`src/rtl/fifo_rptr_aempty_if.sv`:
```
// Read-side signal bundle between the read-pointer block and its consumer.
// The master drives read requests and the synchronised write pointer.
interface fifo_rptr_aempty_if #(
    parameter int ADDR_WIDTH = 4
);
    logic                  Rinc;
    logic                  Rflush;
    logic [ADDR_WIDTH:0]   R2q_wptr;
    logic [ADDR_WIDTH-1:0] Raddr;
    logic [ADDR_WIDTH:0]   Rptr;
    logic                  Rempty;
    logic                  Raempty;
    logic [ADDR_WIDTH:0]   Rlevel;
    logic                  Rpop;
    logic                  Runderflow;

    modport master (
        output Rinc, Rflush, R2q_wptr,
        input  Raddr, Rptr, Rempty, Raempty, Rlevel, Rpop, Runderflow
    );

    modport slave (
        input  Rinc, Rflush, R2q_wptr,
        output Raddr, Rptr, Rempty, Raempty, Rlevel, Rpop, Runderflow
    );
endinterface

```
`src/rtl/fifo_rptr_aempty.sv`:
```
// Read-domain pointer of an async FIFO: Gray read pointer, empty/almost-empty
// flags, fill level, flush and sticky underflow, all registered on Rclk.
module fifo_rptr_aempty #(
    parameter int ADDR_WIDTH    = 4,
    parameter int AEMPTY_THRESH = 2
) (
    input logic               Rclk,
    input logic               Rrst,
    fifo_rptr_aempty_if.slave rif
);
    localparam int PW = ADDR_WIDTH + 1;

    if (ADDR_WIDTH < 2 || ADDR_WIDTH > 12) begin : g_bad_addr_width
        $error("fifo_rptr_aempty: ADDR_WIDTH out of range 2..12");
    end
    if (AEMPTY_THRESH < 0 || AEMPTY_THRESH > (1 << ADDR_WIDTH) - 1) begin : g_bad_thresh
        $error("fifo_rptr_aempty: AEMPTY_THRESH out of range");
    end

    localparam logic [PW-1:0] THRESH = PW'(AEMPTY_THRESH);

    logic [PW-1:0] rbin_q, rbin_d;
    logic [PW-1:0] rptr_q, rptr_d;
    logic [PW-1:0] rlevel_q, rlevel_d;
    logic          rempty_q, rempty_d;
    logic          raempty_q, raempty_d;
    logic          runderflow_q, runderflow_d;
    logic [PW-1:0] wbin;
    logic          rpop;

    always_comb begin
        wbin = '0;
        // Gray-to-binary: each binary bit is the XOR of all Gray bits at or above it.
        for (int i = 0; i < PW; i++) begin
            wbin[i] = ^(rif.R2q_wptr >> i);
        end

        rpop = rif.Rinc & ~rempty_q & ~rif.Rflush;

        rbin_d = rbin_q;
        if (rif.Rflush) begin
            rbin_d = wbin;
        end else if (rpop) begin
            rbin_d = rbin_q + PW'(1);
        end

        rptr_d       = (rbin_d >> 1) ^ rbin_d;
        rlevel_d     = wbin - rbin_d;
        rempty_d     = (rptr_d == rif.R2q_wptr);
        raempty_d    = (rlevel_d <= THRESH);
        runderflow_d = runderflow_q | (rif.Rinc & rempty_q & ~rif.Rflush);
    end

    always_ff @(posedge Rclk) begin
        if (Rrst) begin
            rbin_q       <= '0;
            rptr_q       <= '0;
            rlevel_q     <= '0;
            rempty_q     <= 1'b1;
            raempty_q    <= 1'b1;
            runderflow_q <= 1'b0;
        end else begin
            rbin_q       <= rbin_d;
            rptr_q       <= rptr_d;
            rlevel_q     <= rlevel_d;
            rempty_q     <= rempty_d;
            raempty_q    <= raempty_d;
            runderflow_q <= runderflow_d;
        end
    end

    assign rif.Raddr      = rbin_q[ADDR_WIDTH-1:0];
    assign rif.Rptr       = rptr_q;
    assign rif.Rempty     = rempty_q;
    assign rif.Raempty    = raempty_q;
    assign rif.Rlevel     = rlevel_q;
    assign rif.Rpop       = rpop;
    assign rif.Runderflow = runderflow_q;
endmodule

```
`src/flat_wrapper.sv`:
```
// flat-port wrapper written by rule: the top's interface ports become plain ports
module fifo_rptr_aempty_flat 
#(
    parameter int ADDR_WIDTH    = 4,
    parameter int AEMPTY_THRESH = 2
)
  (Rclk, Rrst, rif_Rinc, rif_Rflush, rif_R2q_wptr, rif_Raddr, rif_Rptr, rif_Rempty, rif_Raempty, rif_Rlevel, rif_Rpop, rif_Runderflow);
  fifo_rptr_aempty_if #(.ADDR_WIDTH(ADDR_WIDTH)) rif_i ();
  input logic Rclk;
  input logic Rrst;
  input wire logic [$bits(rif_i.Rinc)-1:0] rif_Rinc;
  input wire logic [$bits(rif_i.Rflush)-1:0] rif_Rflush;
  input wire logic [$bits(rif_i.R2q_wptr)-1:0] rif_R2q_wptr;
  output wire logic [$bits(rif_i.Raddr)-1:0] rif_Raddr;
  output wire logic [$bits(rif_i.Rptr)-1:0] rif_Rptr;
  output wire logic [$bits(rif_i.Rempty)-1:0] rif_Rempty;
  output wire logic [$bits(rif_i.Raempty)-1:0] rif_Raempty;
  output wire logic [$bits(rif_i.Rlevel)-1:0] rif_Rlevel;
  output wire logic [$bits(rif_i.Rpop)-1:0] rif_Rpop;
  output wire logic [$bits(rif_i.Runderflow)-1:0] rif_Runderflow;
  assign rif_i.Rinc = rif_Rinc;
  assign rif_i.Rflush = rif_Rflush;
  assign rif_i.R2q_wptr = rif_R2q_wptr;
  assign rif_Raddr = rif_i.Raddr;
  assign rif_Rptr = rif_i.Rptr;
  assign rif_Rempty = rif_i.Rempty;
  assign rif_Raempty = rif_i.Raempty;
  assign rif_Rlevel = rif_i.Rlevel;
  assign rif_Rpop = rif_i.Rpop;
  assign rif_Runderflow = rif_i.Runderflow;
  fifo_rptr_aempty #(.ADDR_WIDTH(ADDR_WIDTH), .AEMPTY_THRESH(AEMPTY_THRESH)) u_core (.Rclk(Rclk), .Rrst(Rrst), .rif(rif_i));
endmodule
```
`config.mk`:
```
export PLATFORM = sky130hd
export DESIGN_NAME = fifo_rptr_aempty_flat
export DESIGN_NICKNAME = d
export VERILOG_FILES = /design/src/rtl/fifo_rptr_aempty_if.sv /design/src/rtl/fifo_rptr_aempty.sv /design/src/flat_wrapper.sv
export SDC_FILE = /design/constraint.sdc
export NUM_CORES = 1
export LEC_CHECK = 0
export CAP_MARGIN = 20
export CORE_MARGIN = 2
export CORE_UTILIZATION = 42
export CTS_CLUSTER_SIZE = 14
export DETAILED_ROUTE_END_ITERATION = 8
export PLACE_DENSITY = 0.71
export SLEW_MARGIN = 20
export SYNTH_ARGS = -nofsm -noshare
export SYNTH_HDL_FRONTEND = slang
export SYNTH_SLANG_ARGS = --single-unit
```
`constraint.sdc`:
```
create_clock -name Rclk -period 3.4 [get_ports Rclk]
set_input_delay 1.02 -clock Rclk [delete_from_list [all_inputs] [get_ports Rclk]]
set_output_delay 1.02 -clock Rclk [all_outputs]
set_load 0.005 [all_outputs]
```
Word level (Yosys, flattened, before mapping) --
Cells that the tools add are included.
Operators by class: add/sub/neg operators 2, $mul 0, div/mod/pow operators 0, order comparisons 1, equality and inequality tests 1, shift-type cells 0, muxes and demuxes 2, bitwise gates (word level) 8, reductions and logical operators 5
Operator list (count):
- parity 5 bit | 5
- 2-to-1 mux 5 bit | 2
- adder 5 x 1 -> 5 bit (second input constant) | 1
- == test 5 bit | 1
- less-or-equal comparator 5 x 2 -> 1 bit (second input constant) | 1
- subtractor 5 bit | 1
- bitwise XOR 4 x 5 -> 5 bit | 1
- bitwise AND 1 bit | 4
- NOT 1 bit | 2
- OR 1 bit | 1
Storage, ports and cells: register bits 18, latch bits 0, memory bits (writable) 0, memory bits (read-only) 0, input port bits 9, logic and storage cells 25, memories kept 0

Longest topological paths before layout --
Gate-level depths: netlist of run 1.
depth after elaboration 7, gate-level depth with buffers 12

Least setup slack after synthesis of run 1 --
No wires, ideal clock.
path type input port to flip-flop, start in rif_R2q_wptr[2], end reg u_core.raempty_q (netlist: u_core.rif.Raempty), setup time 0.119 ns, arrival time 3.343 ns, slack -0.062 ns, cell stages on the path 12, buffers on the path 0, cells stage by stage xnor3_1 xor2_2 xor2_2 a21oi_2 ha_1 fa_1 inv_1 a21o_1 a21oi_1 or3_1 a21oi_1 nor4_1
On the way: longest elaborated chain between the ends 4, elaborated cells on any way between the ends 6, classes of those cells add/sub: 1; order compare: 1; mux: 1; reduce/logical: 3
Ends and longest elaborated chain:
- start, declared | line flat_wrapper.sv:13 | input wire logic [$bits(rif_i.R2q_wptr)-1:0] rif_R2q_wptr;
- parity 5 bit | line fifo_rptr_aempty.sv:35 | wbin[i] = ^(rif.R2q_wptr >> i);
- 2-to-1 mux 5 bit | line fifo_rptr_aempty.sv:41 | if (rif.Rflush) begin
- via u_core.rbin_d[0] | line fifo_rptr_aempty.sv:22 | logic [PW-1:0] rbin_q, rbin_d;
- subtractor 5 bit | line fifo_rptr_aempty.sv:48 | rlevel_d = wbin - rbin_d;
- less-or-equal comparator 5 x 2 -> 1 bit | line fifo_rptr_aempty.sv:50 | raempty_d = (rlevel_d <= THRESH);
- end signal, assigned | line fifo_rptr_aempty.sv:67 | raempty_q <= raempty_d;
- end, declared | line fifo_rptr_aempty.sv:26 | logic raempty_q, raempty_d;
The timed path passes the listed nets, and every way through them passes these cells. A chain may end at the register's enable or synchronous reset.

Worst setup path after layout of run 1 --
start in rif_R2q_wptr[3], end reg u_core.raempty_q (netlist: u_core.rif.Raempty)
On the way: longest elaborated chain between the ends 4, elaborated cells on any way between the ends 7, classes of those cells add/sub: 1; order compare: 1; mux: 1; reduce/logical: 4
Ends and longest elaborated chain (line):
- parity 5 bit | fifo_rptr_aempty.sv:35
- 2-to-1 mux 5 bit | fifo_rptr_aempty.sv:41
- subtractor 5 bit * | fifo_rptr_aempty.sv:48
- less-or-equal comparator 5 x 2 -> 1 bit * | fifo_rptr_aempty.sv:50
Every way passes the cells marked *; elsewhere a longest branch is shown, timed or not.

==> metrics.md, run 1 <==
| Metric | Value |
|---|---|
| Number of nets at the end of the flow | 168 |
| Layout Skew | 0.00428 ns |
| Crit-path cells | clkbuf_2, xnor3_2, xor2_2, xor2_2, buf_4, ha_2, fa_2, inv_1, a21o_1, a21oi_2, or3_1, a21oi_2, nor4_1 |
| Area inside the core boundary | 2230 µm² |
| Total Routing Usage GR | 17.5% |
| Initial antenna violation count | 0 |
| Simple logic cell fraction of the synthesized area | 18.1% |
| Detailed Routing Iterations Pass 1 | 2 |
| Count of mapped cells out of synthesis | 107 |
| Clock transition time at the flip-flop clock pins of the worst setup and hold paths | 0.10 ns |
| Mean cell area of the mapped netlist | 9.39 µm² |
| Initial core utilization | 45.0% |
| Fraction of layout instances using a drive strength above 1 | 23.7% |
| Post-Place Cells | 174 |
| Final hold violation count | 0 |
| DRC violations left | 0 |
| Worst path slowest cell | xnor3_2 |
| Vias in the first global route | 837 |
| Time the final worst path needs with I/O delays and setup | 3.25 ns |
| Maximum number of pins on one net before global-route repair | 18 |
| Post-synthesis share of cell area spent on full adders, half adders and majority gates | 8.22% |
| Site Rows | 17 |
| Average wire per standard cell | 11.6 µm |
| Setup-violating endpoint count in the final report | 0 |
| Count of maximum capacitance violations | 0 |
| Net count after synthesis | 122 |
| Nature of the critical path startpoint | primary input |
| Crit Path Category | primary input to register |
| Count of boundary I/O pins | 27 |
| Clk root buf | clkbuf_4 |
| Final estimated routing congestion in global placement | 0.816 |
| Result of the run | finished clean |
| Largest driver fanout on the critical path | 2 |
| Floorplan die area | 2800 µm² |
| Final slew viol count | 0 |
| Maximum root-to-sink buffer count | 2 |
| Fmax | 308 MHz |
| Netlist Area Pre-Place | 1000 µm² |
| Dominant combinational cell family by area after synthesis | XOR/XNOR gates |
| Final worst-path cycle share | 95.5% |
| Multiplexer fraction of the synthesized cell area | 3.11% |
| Data required, critical path | 3.58 ns |
| Worst slack on hold paths | 0.485 ns |
| Sequential-to-total area share from yosys stat | 33.9% |
| Critical path data arrival time | 3.43 ns |
| Top library cells by usage in the layout, fill and taps aside | clkdlybuf4s50_1 (22), buf_4 (18), dfxtp_1 (17) |
| Fillers | 190 |
| Total Routed Length | 2.09 mm |
| DR iter-0 viols | 5 |
| Pwr Total | 696 µW |
| Detail-routed via count per cell | 4.72 |
| Overflow left after global routing | 0 |
| Synth-to-layout area growth | 45.2% |
| Crit. End Element | register |
| TritonCTS buffer count | 3 |
| Transition time at the pin with the least slew margin | 0.657 ns |
| Yosys warnings | 0 |
| Maximum vdd drop | 0.315 mV |
| Number of buffers added on ports | 26 |
| Leakage power total | 0.000656 µW |
| Count of flip-flops with a built-in enable after synthesis | 0 |
| Area of the multi-input gates | 648 µm² |
| CTS tree | built |
| Non-filler cells in the finished layout | 180 |
| Number of cells on the worst reg-to-reg path | 10 |
| Worst slew slack as a fraction of its limit | 56.1% |
| Sequential Area | 340 µm² |
| Clock latency of the later-clocked register in the worst-skew pair | 0.29 ns |
| Top flip-flop cell by instance count after synthesis | dfxtp_1 |
| H-Tree Level Count | 1 |
| Clock sink count | 17 |
| Worst min-delay path category | register to register |
| Post-synthesis register bit count | 17 |
| Synth Area in Compound Gates | 11.7% |
| Delay contributed by the slowest stage of the critical path | 0.44 ns |
| Global-route wire length before repair | 3.51 mm |
| Share of flip-flops with an asynchronous set or reset | 0% |
| Number of distinct standard cells referenced by the synthesized netlist | 33 |
| Cells on Worst Hold Path | 2 |
| Total number of vias | 850 |
| Leading cell type in the layout, fill and taps excluded | clkdlybuf4s50_1 |
| Unrepaired setup endpoints after global routing | no |
| Die span in x | 52.9 µm |
| Post-DP HPWL | 1.62 mm |
| Power Dens Cells | 477 nW/µm² |
| Die height | 52.9 µm |
| Share of the synthesized netlist area taken by xor and xnor gates | 21.3% |
| Antenna diode count | 0 |
| Count of nets left with antenna violations after detail routing | 0 |
metal layers:
| metal | GRT usage, % | part of all wire [%] | vias to the layer above |
|---|---|---|---|
| met5 | 0 | 0 | - |
| met4 | 9.40 | 1.1 | 0 |
| met3 | 3.11 | 4.4 | 4 |
| met2 | 30.4 | 50 | 18 |
| met1 | 20.3 | 45 | 384 |
| li1 | - | - | 444 |
Yosys cell counts, types with 3 or more instances:
| cell type | n | area share, % |
|---|---|---|
| nand2_1 | 6 | 2.2 |
| ha_1 | 5 | 6.2 |
| clkbuf_1 | 3 | 1.1 |
| a21oi_1 | 4 | 2.0 |
| xnor3_1 | 3 | 6.7 |
| xor2_1 | 8 | 7.0 |
| nor2b_1 | 3 | 1.9 |
| xnor2_1 | 5 | 4.4 |
| inv_1 | 6 | 2.2 |
| nor2_1 | 16 | 6.0 |
| dfxtp_1 | 17 | 34 |
| nand2b_1 | 3 | 1.9 |
path summary, 6_finish.rpt:
path,start,slack (ns),endpoint
max,rif_R2q_wptr[3],0.15,u_core.rif.Raempty$_SDFF_PP1_
min,u_core.rif.Runderflow$_SDFF_PP0_,0.48,u_core.rif.Runderflow$_SDFF_PP0_
max reg2reg,u_core.rbin_q[0]$_SDFF_PP0_,0.93,u_core.rif.Raempty$_SDFF_PP1_
min reg2reg,u_core.rif.Runderflow$_SDFF_PP0_,0.48,u_core.rif.Runderflow$_SDFF_PP0_
worst max-delay path, delay by kind of cell:
family                   cells  cell delay (ns)
AO/OA/AOI/OAI                3             0.32
adder cells (fa/ha/maj)      2             0.57
AND/OR/NAND/NOR              2             0.38
XOR/XNOR                     3             0.84
buffers and inverters        3             0.29
kinds of logic after synthesis:
family / after synthesis
xor gates and xnor gates: 18
adders and majority gates: 6
DFF: 17
AOI/OAI and AO/OA: 16
buffers and inverters: 10
muxes: 3
and+or+nand+nor: 37
power breakdown:
part           internal (µW)  switching [µW]  total, µW
registers                238            16.3        254
logic                    202             130        333
clock network           45.6            63.7        109
state kept, by name (all words and copies together) (netlist names):
register / cells
u_core.rif.Rlevel: 5
u_core.rif.Rptr: 5
u_core.rbin_q: 4
u_core.rif.Raempty: 1
u_core.rif.Rempty: 1
u_core.rif.Runderflow: 1
stage by stage:
step | utilization (%) | TNS, ns | worst slack [ns] | area [µm²]
after detailed placement | 63.5 | -1.41 | -0.537 | 1420
after global routing | 65.3 | 0 | 0.0136 | 1460
final | 65.3 | 0 | 0.152 | 1460
after CTS | 65.1 | 0 | 0.0120 | 1450
after floorplan | - | -0.0172 | -0.0172 | 1010
after global placement | 63.5 | -1.17 | -0.459 | 1420
what timing repair did:
action                                  in CTS  in global routing
endpoints found under the setup margin       3                  2
pin swaps                                    7                 10
setup buffers                                1                  1
resized for setup                            6                  6
hold buffers                                 0                  0
gates cloned                                 0                  0
final cells by class:
type	count	share of cell area, %
inverters	7	1.80
flip-flops and latches	17	23.3
repair buffers	44	26.2
multi-input cells	80	44.4
well taps	28	2.40
clock buffers	4	1.80
No activity file was read; power rests on OpenSTA's default activity.
==> inputs of run 2 (changes only) <==
- CTS_BUF_LIST: not set -> sky130_fd_sc_hd__clkbuf_4 sky130_fd_sc_hd__clkbuf_8 sky130_fd_sc_hd__clkbuf_16
==> metrics.md, run 2 (synthesized netlist as in run 1, its figures left out) <==
| Metric | Value |
|---|---|
| Result of the run | finished clean |
| Number of buffers added on ports | 26 (unchanged) |
| Initial antenna violation count | 0 (unchanged) |
| Synth-to-layout area growth | 45.6% |
| Combinational share of power | 47.4% (-0.4 points) |
| Slack of the worst reg-to-reg path | 0.92 ns (about the same) |
| Switching Power | 211 µW (+0.48%) |
| Number of nets at the end of the flow | 168 (unchanged) |
| Critical path origin | rif_R2q_wptr[3] |
| Area inside the core boundary | 2230 µm² (unchanged) |
| Internal power of the cells | 494 µW (+1.7%) |
| CTS tree | built |
| TritonCTS buffer count | 3 (unchanged) |
| Initial core utilization | 45.0% (unchanged) |
| Worst slew slack as a fraction of its limit | 55.7% (-0.41 points) |
| Overflow left after global routing | 0 (unchanged) |
| Transition time at the pin with the least slew margin | 0.663 ns (+0.00610 ns) |
| Maximum vdd drop | 0.315 mV (about the same) |
| Total number of vias | 854 (+0.47%) |
| Post-Place Cells | 174 (unchanged) |
| Layout Skew | 0.00494 ns (+0.000663 ns) |
| Leakage power total | 0.000659 µW (+0.52%) |
| Finished Cell Area | 1460 µm² (+0.26%) |
| Proportion of power drawn by the clock network | 16.5% (+0.8 points) |
| Leading cell type in the layout, fill and taps excluded | clkdlybuf4s50_1 |
| Detail-routed via count per cell | 4.74 (+0.47%) |
| Top cell family by delay on the critical path | XOR/XNOR gates |
| Worst path slowest cell | xnor3_2 |
| Time the final worst path needs with I/O delays and setup | 3.27 ns (+0.0170 ns) |
| DR iter-0 viols | 6 (+1) |
| Number of hold-repair buffers added at the cts stage | 0 (unchanged) |
| Global-route wire length before repair | 3.49 mm (-0.40%) |
| Crit. End Element | register |
| Count of nets left with antenna violations after detail routing | 0 (unchanged) |
| Floorplan die area | 2800 µm² (unchanged) |
| Crit-path cells | clkbuf_2, xnor3_2, xor2_2, xor2_2, buf_4, ha_2, fa_2, inv_1, a21o_1, a21oi_2, or3_1, a21oi_2, nor4_1 |
| Vias in the first global route | 839 (+0.24%) |
| Power Dens Cells | 482 nW/µm² (+1.1%) |
| Setup TNS after final layout | 0 ns (unchanged) |
| Count of boundary I/O pins | 27 (unchanged) |
| Delay contributed by the slowest stage of the critical path | 0.44 ns (about the same) |
| Die height | 52.9 µm (unchanged) |
| Clk root buf | clkbuf_4 |
| Maximum root-to-sink buffer count | 2 (unchanged) |
| Largest driver fanout on the critical path | 2 (unchanged) |
| Critical path data arrival time | 3.44 ns (about the same) |
| Fmax | 306 MHz (-0.52%) |
| CP bufs+invs | 3 (unchanged) |
| Pwr Total | 706 µW (+1.3%) |
| Clock sink count | 17 (unchanged) |
| Final core area utilization | 65.5% (+0.17 points) |
| Data required, critical path | 3.58 ns (about the same) |
| Post-DP HPWL | 1.62 mm (unchanged) |
| Capturing point of the worst reg2reg path | u_core.rif.Raempty$_SDFF_PP1_ |
| Count of maximum capacitance violations | 0 (unchanged) |
| Unrepaired setup endpoints after global routing | no |
| Number of cells on the worst reg-to-reg path | 10 (unchanged) |
| Sequential power share | 36.0% (-0.5 points) |
| Count of cell instances traversed by the critical path | 13 (unchanged) |
| Clock latency of the later-clocked register in the worst-skew pair | 0.29 ns (about the same) |
| Fraction of layout instances using a drive strength above 1 | 24.3% (+0.66 points) |
| Final estimated routing congestion in global placement | 0.816 (unchanged) |
| DRC violations left | 0 (unchanged) |
| Die span in x | 52.9 µm (unchanged) |
| Setup-violating endpoint count in the final report | 0 (unchanged) |
| Final worst-path cycle share | 96.0% (+0.50 points) |
| H-Tree Level Count | 1 (unchanged) |
| Clock transition time at the flip-flop clock pins of the worst setup and hold paths | 0.10 ns (about the same) |
| Crit Path Category | primary input to register |
| Total Routing Usage GR | 17.4% (-0.18 points) |
| R2r startpoint | u_core.rbin_q[0]$_SDFF_PP0_ |
| Switching share of power | 30.0% (-0.25 points) |
| Timing endpoint of the critical path | u_core.rif.Raempty$_SDFF_PP1_ |
| Final slew viol count | 0 (unchanged) |
| Total Routed Length | 2.14 mm (+2.6%) |
| Average wire per standard cell | 11.9 µm (+2.6%) |
| Worst min-delay path category | register to register |
| Non-filler cells in the finished layout | 180 (unchanged) |
| Maximum number of pins on one net before global-route repair | 18 (unchanged) |
| Placed standard-cell area | 1420 µm² (unchanged) |
| Antenna diode count | 0 (unchanged) |
| Final hold violation count | 0 (unchanged) |
| Site Rows | 17 (unchanged) |
| Detailed Routing Iterations Pass 1 | 4 (+2) |
| Nature of the critical path startpoint | primary input |
| Top library cells by usage in the layout, fill and taps aside | clkdlybuf4s50_1 (22), buf_4 (18), dfxtp_1 (17) |
-- run 2: worst min-delay path by stage --
stage | start | endpoint | depth (start not counted)
after floorplan | u_core.rif.Runderflow$_SDFF_PP0_ | u_core.rif.Runderflow$_SDFF_PP0_ | 2
after global placement | u_core.rif.Runderflow$_SDFF_PP0_ | u_core.rif.Runderflow$_SDFF_PP0_ | 2
after detailed placement | u_core.rif.Runderflow$_SDFF_PP0_ | u_core.rif.Runderflow$_SDFF_PP0_ | 2
after CTS | u_core.rif.Runderflow$_SDFF_PP0_ | u_core.rif.Runderflow$_SDFF_PP0_ | 2
after global routing | u_core.rif.Runderflow$_SDFF_PP0_ | u_core.rif.Runderflow$_SDFF_PP0_ | 2
final | u_core.rif.Runderflow$_SDFF_PP0_ | u_core.rif.Runderflow$_SDFF_PP0_ | 2
-- run 2: power groups by stage --
stage	logic [µW]	clock network (µW)	registers, µW
global route	371	128	258
floorplan	164	0	264
global placement	317	0	258
CTS	328	124	255
finish	335	117	254
detailed placement	323	0	258
-- run 2: per-layer routing --
layer | track usage [%] | up-vias | part of all wire [%]
met5 | 0 | - | 0
met4 | 8.97 | 0 | 0.47
met3 | 3.95 | 2 | 4.9
met2 | 30.0 | 19 | 50
met1 | 19.8 | 388 | 44
li1 | - | 445 | -
-- run 2: cell type report --
type	instances	area [µm²]
timing repair buffer	44	383
inverter	7	26.3
multi-input combinational	80	648
sequential	17	340
fill	190	771
clock buffer	4	30.0
tap	28	35.0
-- run 2: tightest hold or removal path, stage by stage, from the launching register on --
cell and delay (ns):
dfxtp_1 0.34, a31oi_1 0.04, nor2_1 0.07
-- run 2: per-stage QoR --
step | worst slack [ns] | hold WS (ns)
5_1_grt | 0.00628 | 0.524
4_1_cts | 0.00548 | 0.492
6_report | 0.135 | 0.482
2_1_floorplan | -0.0172 | 0.461
3_5_place_dp | -0.537 | 0.462
3_3_place_gp | -0.459 | 0.461
-- run 2: timing repair --
| item | in CTS | in global routing |
|---|---|---|
| endpoints found under the setup margin | 3 | 2 |
| gates resized for setup | 6 | 6 |
| setup buffers | 1 | 1 |
| pin swaps | 7 | 10 |
==> inputs of run 3 (changes only) <==
- CELL_PAD_IN_SITES_DETAIL_PLACEMENT: not set -> 0
- CELL_PAD_IN_SITES_GLOBAL_PLACEMENT: not set -> 1
- CORE_UTILIZATION: 42 -> 38
- PLACE_DENSITY: 0.71 -> 0.8
- clock period: 3.4 -> 3.8 ns (I/O delays scaled with it)
==> metrics.md, run 3 (synthesized netlist as in run 1, its figures left out) <==
| Metric | Value |
|---|---|
| Result of the run | finished clean |
| Placed standard-cell area | 1400 µm² (-1.5%) |
| Clock sink count | 17 (unchanged) |
| Final critical-path setup slack | 0.124 ns (-0.0111 ns) |
| Top cell family by delay on the critical path | XOR/XNOR gates |
| Final hold violation count | 0 (unchanged) |
| Crit. End Element | register |
| DRC violations left | 0 (unchanged) |
| Clk root buf | clkbuf_4 |
| Fillers | 233 (+23%) |
| Final worst-path cycle share | 96.7% |
| Critical path data arrival time | 3.86 ns (+0.42 ns) |
| Maximum number of pins on one net before global-route repair | 18 (unchanged) |
| Worst slew slack as a fraction of its limit | 56.7% (+1.0 points) |
| Nature of the critical path startpoint | primary input |
| Slack of the worst reg-to-reg path | 1.25 ns (+0.33 ns) |
| Area inside the core boundary | 2500 µm² (+12%) |
| Post-DP HPWL | 1.64 mm (+1.1%) |
| Clock latency of the later-clocked register in the worst-skew pair | 0.29 ns (about the same) |
| Worst path slowest cell | clkdlybuf4s50_1 |
| Total number of vias | 844 (-1.2%) |
| Number of hold-repair buffers added at the cts stage | 0 (unchanged) |
| Non-filler cells in the finished layout | 180 (unchanged) |
| Data required, critical path | 3.98 ns (+0.40 ns) |
| Fraction of layout instances using a drive strength above 1 | 20.0% (-4.3 points) |
| Number of cells on the worst reg-to-reg path | 10 (unchanged) |
| DR iter-0 viols | 15 (+9) |
| Count of maximum capacitance violations | 0 (unchanged) |
| CTS tree | built |
| Critical path origin | rif_R2q_wptr[4] |
| Global-route wire length before repair | 3.59 mm (+2.8%) |
| H-Tree Level Count | 1 (unchanged) |
| TritonCTS buffer count | 3 (unchanged) |
| Top library cells by usage in the layout, fill and taps aside | clkdlybuf4s50_1 (25), dfxtp_1 (17), nor2_1 (16), buf_4 (16), xor2_1 (8) |
| Power Dens Cells | 423 nW/µm² (-12%) |
| Final core area utilization | 58.0% (-7.5 points) |
| Overflow left after global routing | 0 (unchanged) |
| Transition time at the pin with the least slew margin | 0.648 ns (-0.0150 ns) |
| Total Routed Length | 2.08 mm (-3.1%) |
| Initial antenna violation count | 0 (unchanged) |
| Setup-violating endpoint count in the final report | 0 (unchanged) |
| CP bufs+invs | 3 (unchanged) |
| Count of boundary I/O pins | 27 (unchanged) |
| Die span in x | 55.4 µm (+4.7%) |
| Layout Skew | 0.00267 ns (-0.00227 ns) |
| Detailed Routing Iterations Pass 1 | 4 (unchanged) |
| Leakage power total | 0.000648 µW (-1.7%) |
| Dominant cell type by count on the critical path | xor2_2 |
| Clock transition time at the flip-flop clock pins of the worst setup and hold paths | 0.11 ns (about the same) |
| Total Routing Usage GR | 14.7% (-2.6 points) |
| Floorplan die area | 3070 µm² (+9.7%) |
| Detail-routed via count per cell | 4.69 (-1.2%) |
| Die height | 55.4 µm (+4.7%) |
| Sequential Area | 340 µm² (unchanged) |
| Number of nets at the end of the flow | 166 (-1.2%) |
| Delay contributed by the slowest stage of the critical path | 0.51 ns (+0.07 ns) |
| Site Rows | 18 (+1) |
| Timing endpoint of the critical path | u_core.rif.Raempty$_SDFF_PP1_ |
| Setup slack after placement | -0.317 ns (+0.220 ns) |
| R2r startpoint | u_core.rbin_q[0]$_SDFF_PP0_ |
| Time the final worst path needs with I/O delays and setup | 3.68 ns |
| Critical hold path startpoint | u_core.rif.Runderflow$_SDFF_PP0_ |
| Count of cell instances traversed by the critical path | 13 (unchanged) |
| Worst slack on hold paths | 0.484 ns (+0.00195 ns) |
| Post-Place Cells | 174 (unchanged) |
| Worst min-delay path category | register to register |
| Finished Cell Area | 1450 µm² (-0.94%) |
| Average wire per standard cell | 11.5 µm (-3.1%) |
| Crit Path Category | primary input to register |
| Fmax | 272 MHz |
| Vias in the first global route | 801 (-4.5%) |
| Synth-to-layout area growth | 44.2% |
| Leading cell type in the layout, fill and taps excluded | clkdlybuf4s50_1 |
| Count of nets left with antenna violations after detail routing | 0 (unchanged) |
| Final slew viol count | 0 (unchanged) |
| Maximum root-to-sink buffer count | 2 (unchanged) |
| Largest driver fanout on the critical path | 2 (unchanged) |
| Crit-path cells | clkdlybuf4s50_1, xnor3_2, xor2_2, xor2_2, buf_4, ha_1, fa_2, inv_1, a21o_1, a21oi_1, or3_1, a21oi_2, nor4_1 |
| Capturing point of the worst reg2reg path | u_core.rif.Raempty$_SDFF_PP1_ |
| Maximum vdd drop | 0.310 mV (-1.6%) |
| Antenna diode count | 0 (unchanged) |
| Final estimated routing congestion in global placement | 0.830 (+1.7%) |
| Area of the multi-input gates | 634 µm² (-2.1%) |
| Initial core utilization | 40.2% (-4.8 points) |
| Number of buffers added on ports | 26 (unchanged) |
-- run 3: worst min path at each step --
stage | depth (start not counted) | endpoint | slack [ns]
3_3_place_gp | 2 | u_core.rif.Runderflow$_SDFF_PP0_ | 0.45
2_1_floorplan | 2 | u_core.rif.Runderflow$_SDFF_PP0_ | 0.46
4_1_cts | 2 | u_core.rif.Runderflow$_SDFF_PP0_ | 0.49
5_1_grt | 2 | u_core.rif.Runderflow$_SDFF_PP0_ | 0.55
6_report | 2 | u_core.rif.Runderflow$_SDFF_PP0_ | 0.48
3_5_place_dp | 2 | u_core.rif.Runderflow$_SDFF_PP0_ | 0.46
-- run 3: layout make-up --
type	count	share of cell area [%]
Timing Repair Buffer	42	26.4
Clock buffer	3	1.55
Clock inverter	1	0.345
Multi-Input combinational cell	80	43.8
Tap cell	30	2.59
Sequential cell	17	23.5
Inverter	7	1.81
-- run 3: worst register-to-register path, cell delays in order, from the launching register on --
cell	delay, ns
dfxtp_1	0.45
ha_1	0.21
and3b_1	0.23
xor2_1	0.24
o21ai_1	0.19
ha_1	0.38
a21o_1	0.13
a21oi_1	0.06
or3_1	0.33
a21oi_2	0.15
nor4_1	0.07
-- run 3: power by group --
part | leakage [µW] | switching [µW] | internal, µW | total [µW]
Sequential | 0.000142 | 14.2 | 213 | 227
Clock | 0.0000177 | 60.0 | 39.1 | 99.2
Combinational | 0.000489 | 114 | 172 | 286
Total | 0.000648 | 189 | 424 | 612
-- run 3: metal layers --
layer | global-route usage, % | up-vias | routed length [µm]
met5 | 0 | - | 0
met3 | 2.58 | 4 | 66
met2 | 22.6 | 17 | 949
met4 | 5.23 | 0 | 31
met1 | 20.7 | 388 | 1030
li1 | - | 435 | -
-- run 3: what timing repair did --
action                                  CTS  global route
pin swaps                                 2             3
gates cloned                              0             0
resized for setup                         3             1
endpoints found under the setup margin    1             2
buffers inserted                          0             2
-- run 3: stage by stage --
step | power (µW) | setup TNS, ns
2_1_floorplan | 379 | 0
3_3_place_gp | 507 | -0.396
3_5_place_dp | 510 | -0.533
4_1_cts | 615 | 0
5_1_grt | 660 | -0.00238
6_report | 612 | 0
